--- src/rtl/cic_decimator_if.sv ---
// Sample-stream interface of the CIC decimator.
//
// Handshake: there is no backpressure. The source presents a new x_in on
// every clock; out_tick acts as a single-cycle valid for x_out, and the sink
// must take x_out in the cycle out_tick is high. x_out holds its value
// between ticks. rate_sel is a static control that the decimator resamples
// only at its own decimation boundary. dbg_count and dbg_sel mirror the
// decimation counter and the active rate select for observation only.
interface cic_decimator_if #(
    parameter int IW = 16,
    parameter int SW = 3,
    parameter int CW = 11
);
    logic signed [IW-1:0] x_in;
    logic [SW-1:0]        rate_sel;
    logic signed [IW-1:0] x_out;
    logic                 out_tick;
    logic [CW-1:0]        dbg_count;
    logic [SW-1:0]        dbg_sel;

    modport master (
        output x_in,
        output rate_sel,
        input  x_out,
        input  out_tick,
        input  dbg_count,
        input  dbg_sel
    );

    modport slave (
        input  x_in,
        input  rate_sel,
        output x_out,
        output out_tick,
        output dbg_count,
        output dbg_sel
    );
endinterface

--- src/rtl/cic_decimator.sv ---
// N-stage CIC (Hogenauer) decimator, differential delay 1, power-of-two
// decimation ratio R = 2^(RLOG_MIN + rate_sel). The integrators run at the
// input rate in W-bit modular arithmetic; the comb chain is evaluated
// combinationally in the strobe cycle and the result is registered. The
// output slice divides by the DC gain R^N = 2^(N*log2 R), so a constant
// input reappears unchanged at x_out once the filter has settled.
module cic_decimator #(
    parameter int N        = 4,
    parameter int RLOG_MIN = 4,
    parameter int RLOG_MAX = 11,
    parameter int IW       = 16
) (
    input  logic            CLK,
    input  logic            RSTb,
    cic_decimator_if.slave  bus
);

    // Number of selectable ratios and width of the select
    localparam int NSEL = RLOG_MAX - RLOG_MIN + 1;
    localparam int SW   = (NSEL > 1) ? $clog2(NSEL) : 1;
    // Internal width: enough headroom for the worst-case gain R^N
    localparam int W    = IW + N * RLOG_MAX;
    localparam int CW   = RLOG_MAX;

    // Rate selection
    logic          load_sel;
    logic [SW-1:0] sel_active;

    // Decimation counter
    logic [CW-1:0] count;
    logic [CW-1:0] r_last;
    logic          strobe;

    // Integrator chain
    logic [W-1:0]  integ [N];

    // Comb chain: comb_in[k] is the input of comb k, comb_d[k] its delay
    logic [W-1:0]  comb_in [N];
    logic [W-1:0]  comb_d  [N];
    logic [W-1:0]  comb_out;

    // Registered comb result and the select it must be sliced with
    logic [W-1:0]  cn_q;
    logic [SW-1:0] sel_q;
    logic          strobe_d;

    // Candidate output slices, one per decimation ratio
    logic [IW-1:0] taps [2**SW];

    // ------------------------------------------------------------------
    // Rate selection
    // ------------------------------------------------------------------

    // Load flag: high throughout reset and for the first clock after it
    always_ff @(posedge CLK or negedge RSTb) begin
        if (!RSTb) begin
            load_sel <= 1'b1;
        end else begin
            load_sel <= 1'b0;
        end
    end

    // Active rate: tracks rate_sel while in reset, then only on a strobe,
    // so a new ratio always starts from a counter wrap
    always_ff @(posedge CLK) begin
        if (load_sel || strobe) begin
            sel_active <= bus.rate_sel;
        end
    end

    // ------------------------------------------------------------------
    // Decimation counter
    // ------------------------------------------------------------------

    // Terminal count R-1: the low RLOG_MIN+sel bits set
    always_comb begin
        r_last = '0;
        for (int i = 0; i < CW; i++) begin
            r_last[i] = (i < (RLOG_MIN + int'(sel_active)));
        end
    end

    assign strobe = (count == r_last);

    // Count 0..R-1 and wrap on the strobe
    always_ff @(posedge CLK or negedge RSTb) begin
        if (!RSTb) begin
            count <= '0;
        end else if (strobe) begin
            count <= '0;
        end else begin
            count <= count + CW'(1);
        end
    end

    // ------------------------------------------------------------------
    // Integrators
    // ------------------------------------------------------------------

    // Cascade of accumulators at full rate; wrap-around is intentional,
    // the combs cancel it exactly
    always_ff @(posedge CLK or negedge RSTb) begin
        if (!RSTb) begin
            for (int k = 0; k < N; k++) begin
                integ[k] <= '0;
            end
        end else begin
            integ[0] <= integ[0] + {{(W-IW){bus.x_in[IW-1]}}, bus.x_in};
            for (int k = 1; k < N; k++) begin
                integ[k] <= integ[k] + integ[k-1];
            end
        end
    end

    // ------------------------------------------------------------------
    // Combs
    // ------------------------------------------------------------------

    // Comb chain evaluated combinationally from the last integrator
    always_comb begin
        logic [W-1:0] acc;
        acc = integ[N-1];
        for (int k = 0; k < N; k++) begin
            comb_in[k] = acc;
            acc        = acc - comb_d[k];
        end
        comb_out = acc;
    end

    // On the strobe, advance the comb delays and capture the result
    always_ff @(posedge CLK or negedge RSTb) begin
        if (!RSTb) begin
            for (int k = 0; k < N; k++) begin
                comb_d[k] <= '0;
            end
            cn_q     <= '0;
            sel_q    <= '0;
            strobe_d <= 1'b0;
        end else begin
            strobe_d <= strobe;
            if (strobe) begin
                for (int k = 0; k < N; k++) begin
                    comb_d[k] <= comb_in[k];
                end
                cn_q  <= comb_out;
                sel_q <= sel_active;
            end
        end
    end

    // ------------------------------------------------------------------
    // Output select
    // ------------------------------------------------------------------

    // Slice at bit N*log2(R): truncating division by the DC gain
    for (genvar g = 0; g < 2**SW; g++) begin : g_tap
        if (g < NSEL) begin : g_live
            assign taps[g] = cn_q[N*(RLOG_MIN+g) +: IW];
        end else begin : g_pad
            assign taps[g] = '0;
        end
    end

    // Register the selected slice and raise out_tick for that one cycle
    always_ff @(posedge CLK or negedge RSTb) begin
        if (!RSTb) begin
            bus.x_out    <= '0;
            bus.out_tick <= 1'b0;
        end else begin
            bus.out_tick <= strobe_d;
            if (strobe_d) begin
                bus.x_out <= taps[sel_q];
            end
        end
    end

    assign bus.dbg_count = count;
    assign bus.dbg_sel   = sel_active;

endmodule

--- src/flat_wrapper.sv ---
// flat-port wrapper written by rule: the top's interface ports become plain ports
module cic_decimator_flat 
#(
    parameter int N        = 4,
    parameter int RLOG_MIN = 4,
    parameter int RLOG_MAX = 11,
    parameter int IW       = 16
)
  (CLK, RSTb, bus_x_in, bus_rate_sel, bus_x_out, bus_out_tick, bus_dbg_count, bus_dbg_sel);
  cic_decimator_if #(.IW(IW), .SW((3)), .CW(RLOG_MAX)) bus_i ();
  input  logic CLK;
  input  logic RSTb;
  input wire logic [$bits(bus_i.x_in)-1:0] bus_x_in;
  input wire logic [$bits(bus_i.rate_sel)-1:0] bus_rate_sel;
  output wire logic [$bits(bus_i.x_out)-1:0] bus_x_out;
  output wire logic [$bits(bus_i.out_tick)-1:0] bus_out_tick;
  output wire logic [$bits(bus_i.dbg_count)-1:0] bus_dbg_count;
  output wire logic [$bits(bus_i.dbg_sel)-1:0] bus_dbg_sel;
  assign bus_i.x_in = bus_x_in;
  assign bus_i.rate_sel = bus_rate_sel;
  assign bus_x_out = bus_i.x_out;
  assign bus_out_tick = bus_i.out_tick;
  assign bus_dbg_count = bus_i.dbg_count;
  assign bus_dbg_sel = bus_i.dbg_sel;
  cic_decimator #(.N(N), .RLOG_MIN(RLOG_MIN), .RLOG_MAX(RLOG_MAX), .IW(IW)) u_core (.CLK(CLK), .RSTb(RSTb), .bus(bus_i));
endmodule
--- config.mk ---
export PLATFORM = sky130hd
export DESIGN_NAME = cic_decimator_flat
export DESIGN_NICKNAME = d
export VERILOG_FILES = /design/src/rtl/cic_decimator_if.sv /design/src/rtl/cic_decimator.sv /design/src/flat_wrapper.sv
export SDC_FILE = /design/constraint.sdc
export NUM_CORES = 2
export LEC_CHECK = 0
export BUFFER_PORTS_ARGS = -buffer_cell sky130_fd_sc_hd__buf_2
export CORE_MARGIN = 10
export CORE_UTILIZATION = 50
export DETAILED_ROUTE_END_ITERATION = 8
export PLACE_DENSITY = 0.66
export SYNTH_ARGS = -nofsm -noshare
export SYNTH_HDL_FRONTEND = slang
export SYNTH_SLANG_ARGS = --single-unit
--- constraint.sdc ---
create_clock -name CLK -period 19.85 [get_ports CLK]
set_input_delay 0.9925 -clock CLK [delete_from_list [all_inputs] [get_ports CLK]]
set_output_delay 0.9925 -clock CLK [all_outputs]
set_load 0.02 [all_outputs]
==> metrics.md <==
| Metric | Value |
|---|---|
| Crit end category | `flop` |
| Synthesized flop and latch total | `560` |
| Clock slew at reported path FFs | `60 ps` |
| CP required | `20300 ps` |
| Post_cts resized | `0` |
| CP arrival | `10670 ps` |
| Most common cell after layout, fill and taps aside | `dfrtp_1` |
| Initial antenna violation count | `0` |
| Ys Warns | `0` |
| Clock Latency Late Sink | `610 ps` |
| Drt pass-1 iters | `6` |
| Largest net degree at the start of global routing | `139` |
| First-pass GRT wire length | `156000 µm` |
| Synthesized area | `42900 µm²` |
| Post-Synth Adder-Cell Area | `14.1%` |
| Clock buffer depth | `3` |
| Worst slew pin tran | `1030 ps` |
| Final Cycle Share | `51.5%` |
| Status | `finished, final reports clean` |
| Gate Count Post-Synth | `4865` |
| Vias in the first global route | `32.0k` |
| Global route overflow | `0` |
| Largest family of logic cells by synthesized area | `compound AO/OA/AOI/OAI gates` |
| Die Y | `313 µm` |
| Hold_ws | `399 ps` |
| Drt total wl | `90600 µm` |
| Post-synthesis sequential area ratio | `32.7%` |
| Reg2reg setup slack | `9620 ps` |
| Synth Area in Simple Gates | `12.8%` |
| Setup Skew | `19.1 ps` |
| Setup Fix Bufs, Post-CTS | `0` |
| Number of enable flip-flop cells after synthesis | `3` |
| # DRC | `0` |
| Slowest cell on crit path | `or4_1` |
| Io pins | `52` |
| Post-CTS Hold Buffers | `0` |
| Compound-gate portion of the synthesized area | `22.7%` |
| Site Rows | `107` |
| Fin nets | `5347` |
| Antenna Violating Nets Remaining | `0` |
| Ys flop type | `dfrtp_1` |
| Post-DP HPWL | `69600 µm` |
| Die X | `313 µm` |
| Slew headroom | `31.0%` |
| DR vias | `33.4k` |
| Avg Cell Area, Syn | `8.82 µm²` |
| Commonest non-fill, non-tap cells in the layout | `555 x dfrtp_1, 472 x ha_1, 459 x a21oi_1` |
| Num CTS Buffers | `68` |
| Post-synthesis mux area share | `4.26%` |
| Worst Setup SP | `u_core.comb_in[180]$_DFF_PN0_` |
| Global placer's final weighted congestion | `0.891` |
| Max Clk Rate | `97.8 MHz` |
| PortBufs | `51` |
| Post-synth ARST share | `99.5%` |
| Xor/xnor cell area share of the yosys netlist | `9.04%` |
| All-Layer GR Usage | `18.3%` |
| Clock H-tree levels | `3` |
| Die area | `97900 µm²` |
| Final setup violation count | `0` |
| Hold Crit Class | `in -> async` |
| Minimum clock period | `10230 ps` |
| Starting DRT DRC Count | `1653` |
| Crit-path max FO | `6` |
| Layout cells sized above 1 | `6.43%` |
| Critical path's largest stage delay | `520 ps` |
| Initial core utilization | `50.4%` |
| Startpoint class of the critical path | `flop` |
| Post-DR vias/cell | `5.52` |
| Yosys cell types | `81` |
| Final Max Slew Viols | `0` |
| RSZ-0062 raised after global routing | `false` |
| ANT cells | `0` |
| Worst r2r src | `u_core.comb_in[180]$_DFF_PN0_` |
| Sink Count | `560` |
| Root Driver | `clkbuf_16` |
| Final core utilization | `54.7%` |
| MaxCap Viol Count | `0` |
| Setup TNS | `0 ps` |
| Area Overhead vs Synth | `8.47%` |
| Core Region | `85100 µm²` |
| Hold violation count in the final report | `0` |
| Critical path class | `reg -> reg` |
| CTS tree | `built` |
| Syn nets | `5365` |
| Routed wire length per instance | `15.0 µm` |
-- final cells by class --
class	instances	area (µm²)
fillers	7908	38600
multi-input cells	3804	27000
flip-flops and latches	560	14000
clock buffers	106	2100
well taps	1144	1430
inverters	349	1320
repair buffers	64	375
clock inverters	18	295
-- synthesized netlist by cell type, types with 9 or more instances --
master	instances	area [µm²]
a2111oi_0	10	87.6
inv_1	349	1310
o21ai_1	39	195
nor2_1	262	983
nor2b_1	78	488
xor2_1	156	1370
or2_2	13	81.3
a211o_1	13	114
a41oi_1	11	96.3
ha_1	472	5910
o21bai_1	89	668
mux2i_1	37	370
a21boi_0	14	105
and3_1	49	307
nand2_1	433	1630
clkbuf_1	143	537
or3_1	14	87.6
o221ai_1	9	78.8
o21a_1	58	435
a21o_1	270	2030
xnor2_1	284	2490
nand3_1	76	380
o21ai_0	368	1840
nand2b_1	64	400
o211ai_1	18	135
a211oi_1	35	263
and4_1	14	123
a221o_1	18	180
mux4_2	16	360
and2_1	19	119
nand4_1	65	407
mux2_2	96	1080
a221oi_1	13	114
a31oi_1	49	307
nor3_1	53	265
dfrtp_1	556	13900
a21oi_1	459	2300
o31ai_1	21	158
-- critical path: cells and delay by family, from the launching register on --
family | cells | cell delay (ps)
AO/OA/AOI/OAI | 27 | 5570
AND/OR/NAND/NOR | 10 | 1930
adder cells (fa/ha/maj) | 5 | 1460
XOR/XNOR | 4 | 640
flip-flops | 1 | 380
buffers and inverters | 1 | 70
-- per-layer routing --
metal	up-vias	wire length [µm]	global-route usage, %
met1	15331	45300	25.3
met5	-	0	0
met4	0	2880	6.05
met3	163	2740	2.42
met2	479	39700	29.3
li1	17384	-	-
-- state kept, by name, indices dropped and copies added, names as in the netlist, 3 cells and up --
register,flops
u_core.bus.x_out,16
u_core.bus.dbg_sel,3
u_core.cn_q,44
u_core.sel_q,3
u_core.comb_in,60
u_core.comb_d,240
u_core.bus.dbg_count,11
u_core.integ,180
-- per-stage QoR --
stage	setup slack, ps	std cells	instance area [µm²]
finish	9620	6045	46500
global route	8560	6045	46500
CTS	9610	6045	46500
detailed placement	9630	5921	44100
global placement	9860	5921	44100
floorplan	10840	4865	42900
-- worst paths after layout --
path,endpoint,cells past startpoint
setup / recovery,u_core.cn_q[58]$_DFFE_PN0P_,47
hold / removal,u_core.comb_d[5]$_DFFE_PN0P_,1
setup reg to reg,u_core.cn_q[58]$_DFFE_PN0P_,47
hold reg to reg,u_core.comb_d[1]$_DFFE_PN0P_,2
max in group asynchronous,u_core.integ[102]$_DFF_PN0_,4
min in group CLK,u_core.comb_d[1]$_DFFE_PN0P_,2
-- logic make-up after synthesis --
logic type / count (synthesis)
AO/OA/AOI/OAI: 1565
XOR/XNOR: 441
flip-flops: 560
adder cells (fa/ha/maj): 479
multiplexers: 150
buffers and inverters: 501
AND/OR/NAND/NOR: 1168
other: 1
Power is not shown: default switching activity piles up to over one toggle a cycle in this logic, so the estimate is an artifact.
